`config.mk`:
```
export PLATFORM = sky130hd
export DESIGN_NAME = alu_decode_stage
export DESIGN_NICKNAME = d
export VERILOG_FILES = /design/src/rtl/alu_pkg.sv /design/src/rtl/alu_decoder.sv /design/src/rtl/alu_decode_stage.sv
export SDC_FILE = /design/constraint.sdc
export NUM_CORES = 1
export LEC_CHECK = 0
export ABC_AREA = 1
export ABC_CLOCK_PERIOD_IN_PS = 5600
export CORE_MARGIN = 3
export CORE_UTILIZATION = 30
export DETAILED_ROUTE_END_ITERATION = 10
export DONT_BUFFER_PORTS = 1
export MAX_ROUTING_LAYER = met4
export SKIP_CTS_REPAIR_TIMING = 1
export SYNTH_ARGS = -nofsm -noshare
export SYNTH_HDL_FRONTEND = slang
export SYNTH_SLANG_ARGS = --single-unit
export TNS_END_PERCENT = 1
```
`constraint.sdc`:
```
create_clock -name clock -period 5.6 [get_ports clock]
set_clock_uncertainty 0.2 [all_clocks]
set_input_delay 1.68 -clock clock [delete_from_list [all_inputs] [get_ports clock]]
set_output_delay 1.68 -clock clock [all_outputs]
set_load 0.005 [all_outputs]
```
`src/rtl/alu_pkg.sv`:
```
// Shared ALU definitions: control codes, RV32I opcodes and the decoded issue bundle.
// Included by the decode stage and by the ALU itself.
package alu_pkg;

    localparam int unsigned XLEN = 32;

    // ALU_Control = {class[1:0], alt, funct3}
    localparam logic [5:0] ALU_ADD  = 6'b000000;
    localparam logic [5:0] ALU_SLL  = 6'b000001;
    localparam logic [5:0] ALU_SLT  = 6'b000010;
    localparam logic [5:0] ALU_SLTU = 6'b000011;
    localparam logic [5:0] ALU_XOR  = 6'b000100;
    localparam logic [5:0] ALU_SRL  = 6'b000101;
    localparam logic [5:0] ALU_OR   = 6'b000110;
    localparam logic [5:0] ALU_AND  = 6'b000111;
    localparam logic [5:0] ALU_SUB  = 6'b001000;
    localparam logic [5:0] ALU_SRA  = 6'b001101;
    localparam logic [5:0] ALU_BEQ  = 6'b010000;
    localparam logic [5:0] ALU_BNE  = 6'b010001;
    localparam logic [5:0] ALU_BLT  = 6'b010100;
    localparam logic [5:0] ALU_BGE  = 6'b010101;
    localparam logic [5:0] ALU_BLTU = 6'b010110;
    localparam logic [5:0] ALU_BGEU = 6'b010111;
    localparam logic [5:0] ALU_JALR = 6'b111111;

    localparam logic [6:0] OPC_LUI    = 7'b0110111;
    localparam logic [6:0] OPC_AUIPC  = 7'b0010111;
    localparam logic [6:0] OPC_JAL    = 7'b1101111;
    localparam logic [6:0] OPC_JALR   = 7'b1100111;
    localparam logic [6:0] OPC_BRANCH = 7'b1100011;
    localparam logic [6:0] OPC_LOAD   = 7'b0000011;
    localparam logic [6:0] OPC_STORE  = 7'b0100011;
    localparam logic [6:0] OPC_OP_IMM = 7'b0010011;
    localparam logic [6:0] OPC_OP     = 7'b0110011;

    typedef struct packed {
        logic [5:0]      alu_ctrl;
        logic [XLEN-1:0] op_a;
        logic [XLEN-1:0] op_b;
        logic [XLEN-1:0] imm;
        logic [XLEN-1:0] pc;
        logic [4:0]      rd;
        logic            reg_write;
        logic            branch_op;
        logic            mem_read;
        logic            mem_write;
        logic            illegal;
    } decoded_t;

endpackage

```
`src/rtl/alu_decoder.sv`:
```
// Combinational RV32I decoder: instruction, PC and register data in, ALU issue bundle out.
module alu_decoder
    import alu_pkg::*;
(
    input  logic [31:0]     i_instr,
    input  logic [XLEN-1:0] i_pc,
    input  logic [XLEN-1:0] i_rs1_data,
    input  logic [XLEN-1:0] i_rs2_data,
    output decoded_t        o_bundle
);

    logic [6:0]      w_opcode;
    logic [2:0]      w_funct3;
    logic [XLEN-1:0] w_imm_i;
    logic [XLEN-1:0] w_imm_s;
    logic [XLEN-1:0] w_imm_b;
    logic [XLEN-1:0] w_imm_u;
    logic [XLEN-1:0] w_imm_j;
    logic [XLEN-1:0] w_shamt;
    logic            w_is_shift;
    logic            w_writes;

    assign w_opcode   = i_instr[6:0];
    assign w_funct3   = i_instr[14:12];
    assign w_imm_i    = {{(XLEN-12){i_instr[31]}}, i_instr[31:20]};
    assign w_imm_s    = {{(XLEN-12){i_instr[31]}}, i_instr[31:25], i_instr[11:7]};
    assign w_imm_b    = {{(XLEN-13){i_instr[31]}}, i_instr[31], i_instr[7], i_instr[30:25],
                         i_instr[11:8], 1'b0};
    assign w_imm_u    = {{(XLEN-32){i_instr[31]}}, i_instr[31:12], 12'b0};
    assign w_imm_j    = {{(XLEN-21){i_instr[31]}}, i_instr[31], i_instr[19:12], i_instr[20],
                         i_instr[30:21], 1'b0};
    assign w_shamt    = {{(XLEN-5){1'b0}}, i_instr[24:20]};
    assign w_is_shift = (w_funct3 == 3'b001) || (w_funct3 == 3'b101);

    always_comb begin
        o_bundle    = '0;
        o_bundle.pc = i_pc;
        w_writes    = 1'b0;
        case (w_opcode)
            OPC_OP: begin
                o_bundle.alu_ctrl = {2'b00, i_instr[30], w_funct3};
                o_bundle.op_a     = i_rs1_data;
                o_bundle.op_b     = i_rs2_data;
                w_writes          = 1'b1;
            end
            OPC_OP_IMM: begin
                // Only SRLI/SRAI take alt from bit 30; elsewhere it is immediate data.
                o_bundle.alu_ctrl = {2'b00, (w_funct3 == 3'b101) && i_instr[30], w_funct3};
                o_bundle.op_a     = i_rs1_data;
                o_bundle.op_b     = w_is_shift ? w_shamt : w_imm_i;
                o_bundle.imm      = w_imm_i;
                w_writes          = 1'b1;
            end
            OPC_LOAD: begin
                o_bundle.alu_ctrl = ALU_ADD;
                o_bundle.op_a     = i_rs1_data;
                o_bundle.op_b     = w_imm_i;
                o_bundle.imm      = w_imm_i;
                o_bundle.mem_read = 1'b1;
                w_writes          = 1'b1;
            end
            OPC_STORE: begin
                o_bundle.alu_ctrl  = ALU_ADD;
                o_bundle.op_a      = i_rs1_data;
                o_bundle.op_b      = w_imm_s;
                o_bundle.imm       = w_imm_s;
                o_bundle.mem_write = 1'b1;
            end
            OPC_LUI: begin
                o_bundle.alu_ctrl = ALU_ADD;
                o_bundle.op_b     = w_imm_u;
                o_bundle.imm      = w_imm_u;
                w_writes          = 1'b1;
            end
            OPC_AUIPC: begin
                o_bundle.alu_ctrl = ALU_ADD;
                o_bundle.op_a     = i_pc;
                o_bundle.op_b     = w_imm_u;
                o_bundle.imm      = w_imm_u;
                w_writes          = 1'b1;
            end
            OPC_BRANCH: begin
                o_bundle.alu_ctrl  = {3'b010, w_funct3};
                o_bundle.op_a      = i_rs1_data;
                o_bundle.op_b      = i_rs2_data;
                o_bundle.imm       = w_imm_b;
                o_bundle.branch_op = 1'b1;
            end
            OPC_JAL: begin
                o_bundle.alu_ctrl = ALU_JALR;
                o_bundle.op_a     = i_pc + XLEN'(4);
                o_bundle.op_b     = w_imm_j;
                o_bundle.imm      = w_imm_j;
                w_writes          = 1'b1;
            end
            OPC_JALR: begin
                o_bundle.alu_ctrl = ALU_JALR;
                o_bundle.op_a     = i_pc + XLEN'(4);
                o_bundle.op_b     = w_imm_i;
                o_bundle.imm      = w_imm_i;
                w_writes          = 1'b1;
            end
            default: begin
                o_bundle.illegal = 1'b1;
            end
        endcase
        o_bundle.rd        = w_writes ? i_instr[11:7] : 5'd0;
        o_bundle.reg_write = w_writes && (i_instr[11:7] != 5'd0);
    end

endmodule

```
`src/rtl/alu_decode_stage.sv`:
```
// Registered decode/issue stage in front of the ALU with valid/ready handshake and flush.
// Define ALU_DECODE_SKID_EN to add a skid entry and a registered in_ready.
module alu_decode_stage
    import alu_pkg::*;
(
    input  logic            clock,
    input  logic            reset,
    input  logic            flush,
    input  logic            in_valid,
    output logic            in_ready,
    input  logic [31:0]     instr,
    input  logic [XLEN-1:0] pc,
    input  logic [XLEN-1:0] rs1_data,
    input  logic [XLEN-1:0] rs2_data,
    output logic            out_valid,
    input  logic            out_ready,
    output logic [5:0]      ALU_Control,
    output logic [XLEN-1:0] operand_A,
    output logic [XLEN-1:0] operand_B,
    output logic            branch_op,
    output logic [XLEN-1:0] imm,
    output logic [XLEN-1:0] pc_out,
    output logic [4:0]      rd,
    output logic            reg_write,
    output logic            mem_read,
    output logic            mem_write,
    output logic            illegal
);

    decoded_t w_dec;
    decoded_t r_out;
    logic     r_out_valid;
    logic     w_in_fire;

    alu_decoder u_decoder (
        .i_instr    (instr),
        .i_pc       (pc),
        .i_rs1_data (rs1_data),
        .i_rs2_data (rs2_data),
        .o_bundle   (w_dec)
    );

`ifdef ALU_DECODE_SKID_EN
    decoded_t r_skid;
    logic     r_skid_valid;
    logic     w_out_free;

    // in_ready comes straight from the skid flop, so out_ready never reaches it.
    assign in_ready   = !r_skid_valid;
    assign w_out_free = !r_out_valid || out_ready;
    assign w_in_fire  = in_valid && in_ready;

    always_ff @(posedge clock or posedge reset) begin
        if (reset) begin
            r_out_valid  <= 1'b0;
            r_out        <= '0;
            r_skid_valid <= 1'b0;
            r_skid       <= '0;
        end else if (flush) begin
            r_out_valid  <= 1'b0;
            r_skid_valid <= 1'b0;
        end else if (w_out_free) begin
            if (r_skid_valid) begin
                r_out        <= r_skid;
                r_out_valid  <= 1'b1;
                r_skid_valid <= 1'b0;
            end else begin
                r_out_valid <= w_in_fire;
                if (w_in_fire) begin
                    r_out <= w_dec;
                end
            end
        end else if (w_in_fire) begin
            r_skid       <= w_dec;
            r_skid_valid <= 1'b1;
        end
    end
`else
    assign in_ready  = !r_out_valid || out_ready;
    assign w_in_fire = in_valid && in_ready;

    always_ff @(posedge clock or posedge reset) begin
        if (reset) begin
            r_out_valid <= 1'b0;
            r_out       <= '0;
        end else if (flush) begin
            r_out_valid <= 1'b0;
        end else if (in_ready) begin
            r_out_valid <= in_valid;
            if (w_in_fire) begin
                r_out <= w_dec;
            end
        end
    end
`endif

    assign out_valid   = r_out_valid;
    assign ALU_Control = r_out.alu_ctrl;
    assign operand_A   = r_out.op_a;
    assign operand_B   = r_out.op_b;
    assign branch_op   = r_out.branch_op;
    assign imm         = r_out.imm;
    assign pc_out      = r_out.pc;
    assign rd          = r_out.rd;
    assign reg_write   = r_out.reg_write;
    assign mem_read    = r_out.mem_read;
    assign mem_write   = r_out.mem_write;
    assign illegal     = r_out.illegal;

endmodule

```
# Yosys cells after proc, flatten, opt, wreduce, memory -nomap -nowiden
# Cells that the tools add are included.
[classes]
n_reduce_logical = 17
mux = 13
n_addsub = 1
n_bitwise = 1
n_eq_ne = 11
[op_table]
columns = ["operator", "n"]
rows = [
  ["$pmux W32 S6", 1],
  ["$pmux W32 S5", 1],
  ["$pmux W32 S3", 1],
  ["$add A32 B3 Y32 const B", 1],
  ["$mux W32", 1],
  ["$pmux W6 S4", 1],
  ["$eq A7 B6 Y1 const B", 3],
  ["$eq A7 B7 Y1 const B", 3],
  ["$eq A7 B5 Y1 const B", 2],
  ["$reduce_or A9 Y1", 1],
  ["$reduce_or A2 Y1", 4],
  ["$eq A7 B2 Y1 const B", 1],
  ["$mux W1", 7],
  ["$reduce_or A7 Y1", 1],
  ["$mux W5", 1],
  ["$reduce_bool A5 Y1", 1],
  ["$reduce_or A5 Y1", 1],
  ["$eq A3 B1 Y1 const B", 1],
  ["$eq A3 B3 Y1 const B", 1],
  ["$logic_and A1 B1 Y1", 3],
  ["$reduce_and A3 Y1", 1],
  ["$reduce_or A3 Y1", 1],
  ["$logic_or A1 B1 Y1", 2],
  ["$reduce_bool A2 Y1", 1],
  ["2 further kinds", 2],
]
[word_totals]
wordCells = 55
output_inout_bits = 146
regBits = 145
in_bits = 133

# Depth between registers and ports, before layout
[depth]
ltp_word = 4
depth_mapped = 13
ltp_nobuf = 12

# Cells and area by module
# From an unflattened synthesis, not the netlist that was laid out.
[hier_totals]
hier_cells = 1233
hier_area_um2 = 8460.6
[by_module_without_submodules]
columns = ["module", "n_inst", "cells_per_inst", "seq_area_each_um2", "area_per_inst_um2"]
rows = [
  ["alu_decode_stage", 1, 630, 3628.5, 5675.4],
  ["alu_decoder", 1, 603, 0.0, 2785.2],
]

# Worst setup path before layout
# OpenSTA, ideal clock, no wires.
[synth_timing]
kind = "input to output"
start = "input out_ready"
end = "output in_ready"
required_ps = 3720
n_path_buf = 0
cell_stages = 2
slack_ps = 1937
arrival_time_ps = 1783
path_cell_list = "inv_1 -> nand2_1"
[synth_via]
elab_chain_len = 1
[synth_lines]
columns = ["item", "line", "rtl"]
rows = [
  ["from (decl)", "alu_decode_stage.sv:16", "input logic out_ready,"],
  ["$logic_or A1 B1 Y1", "alu_decode_stage.sv:79", "assign in_ready = !r_out_valid || out_ready;"],
  ["to (decl)", "alu_decode_stage.sv:10", "output logic in_ready,"],
]
# Every way passes these cells.

# Worst setup path after layout
# Ends and elaborated chain as after synthesis.

==> flow_summary_export.csv <==
group,metric,value,unit
power_and_ir_drop,power.leakage,4.886,nW
grt,antenna_found_initial,0,
floorplan,rows,59,
route,drt-initial-drc-count,625,
synthesis,netlist-cell-type-count,34,
power_and_ir_drop,power.switching_fraction,27.68,%
final_layout,finalNonFillerCells,1481,
job,maxCapViolCount,0,
sta,period_needed,3.731,ns
floorplan,dieArea,29040,um2
floorplan,fp.dieW,170.4,um
final_layout,drive_gt1_share,7.504,%
sta,grt_setup_unrepaired,"false",
grt,grt_usage,19.42,%
route,met2_length,12560,um
sta,slew_violations,0,
setup_path,cpMaxStageDelayCell,"nand2_1",
floorplan,ios,279,
grt,grt.overflow.total,0,
sta,hold_viol_final,0,
setup_path,setup.worst_path.start_class,"input port",
power_and_ir_drop,p_clk_share,46.2,%
sta,fin_crit_sh,66.62,%
hold_path,hold_path_class,"flop to flop",
setup_path,cpLargestDelayFamily,"simple AND/OR/NAND/NOR gates",
route,drt_wl_total,27930,um
synthesis,ys_seq_elements,145,
final_layout,layout_common_cells,"nand2_1 (545), dfrtp_1 (145), inv_1 (83), nand3_1 (83), o21ai_0 (79)",
setup_path,crit_type,"input port to output pin",
clocking,clk_pin_slew,0.06,ns
power_and_ir_drop,p_int,1.826,mW
clocking,root_buffer,"clkbuf_16",
clocking,ctsHtreeMaxLevel,4,
floorplan,coreArea,26280,um2
sta,max_freq,268.0,MHz
power_and_ir_drop,pwr_density_cell,283.1,nW/um2
clocking,clockBufferDepth,2,
synthesis,seq_area_frac_synth,44.74,%
setup_path,worstSetupEndpointType,"output pin",
route,final_antenna_net_count,0,
sta,setup_tns,0,ns
clocking,cts_tree,"built",
power_and_ir_drop,peakVddDrop,0.0001547,V
final_layout,nets,1267,
final_layout,areaGrowthSynthToFinish,9.951,%
floorplan,die_h,170.4,um
power_and_ir_drop,p_total,2.525,mW
route,met1_length,12240,um
clocking,cts_sinks,145,
setup_path,path_cells,"inv_1 > nand2_1",
setup_path,arrival,1.85,ns
floorplan,initial_utilization,30.86,%
power_and_ir_drop,p_comb_share,7.4,%
synthesis,syn_inst,1160,
route,viasPerCell,5.061,
clocking,cts_buffers,17,
grt,grt_pass1_vias,7225,
placed_design,port-buffer-count,0,
synthesis,yosys_warnings,0,
placed_design,place_congestion,0.9010,
power_and_ir_drop,power_switching,698.7,uW
setup_path,worstPathRequired,3.72,ns
final_layout,finalInstanceArea,8917,um2
placed_design,dp.cells,1449,
placed_design,place_area,8333,um2
final_layout,n_antenna_cell,0,
sta,relSlewSlack,30.25,%
route,drc_errors,0,
final_layout,layout_commonest_cell,"nand2_1",
synthesis,syn_area,8110,um2
clocking,clock_latency,0.41,ns
route,wl_per_cell,18.86,um
route,dr_total_vias,7496,
setup_path,cp_num_buf_inv,1,
route,highest_layer,"met4",
setup_path,slowest_delay,0.15,ns
synthesis,synth_area_per_cell,6.992,um2
grt,grt_first_pass_wirelength,42600,um
route,first_pass_iters,5,
sta,whs,0.3069,ns
sta,worst_slew_pin_slew,1.044,ns
sta,setup_viol,0,
setup_path,critPathMaxFanout,3,
placed_design,hpwl,20200,um
run_status,status,"complete, no violations",
power_and_ir_drop,power_frac_seq,46.4,%
synthesis,syn_nets,1294,
route,wl_met3,2665,um
grt,grt_max_degree,146,
==> synth_stat cells <==
| master | count | area [um2] |
|---|---|---|
| nand2_1 | 546 | 2049 |
| dfrtp_1 | 145 | 3628 |
| inv_1 | 85 | 319.1 |
| nand3_1 | 83 | 415.4 |
| o21ai_0 | 79 | 395.4 |
| nor2_1 | 61 | 229.0 |
| clkbuf_1 | 28 | 105.1 |
| a21oi_1 | 17 | 85.08 |
| a22oi_1 | 16 | 120.1 |
| nand3_2 | 16 | 160.2 |
| buf_2 | 9 | 45.04 |
| nand2_2 | 8 | 50.05 |
| o21ai_1 | 8 | 40.04 |
| buf_6 | 6 | 67.56 |
| inv_2 | 6 | 22.52 |
| nor2_2 | 6 | 37.54 |
| o211ai_1 | 6 | 45.04 |
| o22ai_1 | 6 | 37.54 |
| buf_4 | 4 | 30.03 |
| nand2_4 | 4 | 45.04 |
| a21boi_0 | 3 | 22.52 |
| buf_1 | 3 | 11.26 |
| nand4_1 | 3 | 18.77 |
| nor2_4 | 2 | 22.52 |
| a21oi_2 | 1 | 8.760 |
| a21oi_4 | 1 | 16.27 |
| and2_1 | 1 | 6.260 |
| ha_1 | 1 | 12.51 |
| inv_4 | 1 | 6.260 |
| nor2_8 | 1 | 20.02 |
| nor4_1 | 1 | 6.260 |
| o21ai_4 | 1 | 16.27 |
| or2_2 | 1 | 6.260 |
| xor2_1 | 1 | 8.760 |
==> worst paths after layout <==
kind                            depth (start not counted)  slack (ns)                   endpoint                      start
worst min register to register                          2        0.31  operand_B[20]$_DFFE_PP0P_  operand_B[20]$_DFFE_PP0P_
worst max register to register                          6        3.24  operand_B[18]$_DFFE_PP0P_      out_valid$_DFFE_PP0P_
min in group asynchronous                               2        1.15  operand_A[12]$_DFFE_PP0P_                      reset
worst min-delay path                                    2        0.31  operand_B[20]$_DFFE_PP0P_  operand_B[20]$_DFFE_PP0P_
max in group asynchronous                               2        3.35  operand_A[27]$_DFFE_PP0P_                      reset
worst max-delay path                                    2        1.87                   in_ready                  out_ready
==> sequential cells by signal (all words and copies together) (netlist names), 5 cells and up <==
| register | count |
|---|---|
| imm | 32 |
| operand_A | 32 |
| operand_B | 32 |
| pc_out | 32 |
| ALU_Control | 6 |
| rd | 5 |
==> metal layers <==
metal	global-route usage [%]	vias up
li1	-	3607
met2	28.78	311
met4	4.480	0
met3	6.388	30
met5	-	-
met1	25.86	3548
==> power groups by stage <==
stage	Sequential [mW]	Combinational [mW]	Clock, mW
3_3_place_gp	1.19	0.186	0
4_1_cts	1.17	0.191	1.20
3_5_place_dp	1.19	0.190	0
6_report	1.17	0.187	1.17
5_1_grt	1.18	0.220	1.24
2_1_floorplan	1.17	0.150	0
==> tightest hold or removal path, cell delays in order, from the launching register on <==
cell and delay, ns:
dfrtp_1 0.36, nand2_1 0.06, nand2_1 0.06
==> stage by stage <==
step                setup slack (ns)  utilization [%]
detailed placement             1.846            31.71
CTS                            1.868            33.93
finish                         1.869            33.93
floorplan                      1.901                -
global route                   1.854            33.93
global placement               1.875            31.71
==> cell type report <==
type | instances | area [um2]
clock buffer | 18 | 429.2
fill | 2854 | 17360
inverter | 92 | 352.8
timing repair buffer | 4 | 42.54
sequential | 145 | 3628
multi-input combinational | 873 | 3890
clock inverter | 14 | 155.1
tap | 335 | 419.2
==> cells by family (layout without fill, tap and decap cells) <==
family | count (synthesis) | in the layout | synth area share, %
flops | 145 | 145 | 44.74
buf+inv | 142 | 128 | 7.482
fa+ha+maj | 1 | 1 | 0.1542
simple gates | 733 | 733 | 37.81
compound gates | 138 | 138 | 9.704
xor+xnor | 1 | 1 | 0.1080
Note: power is estimated with default switching activity, not from simulation.
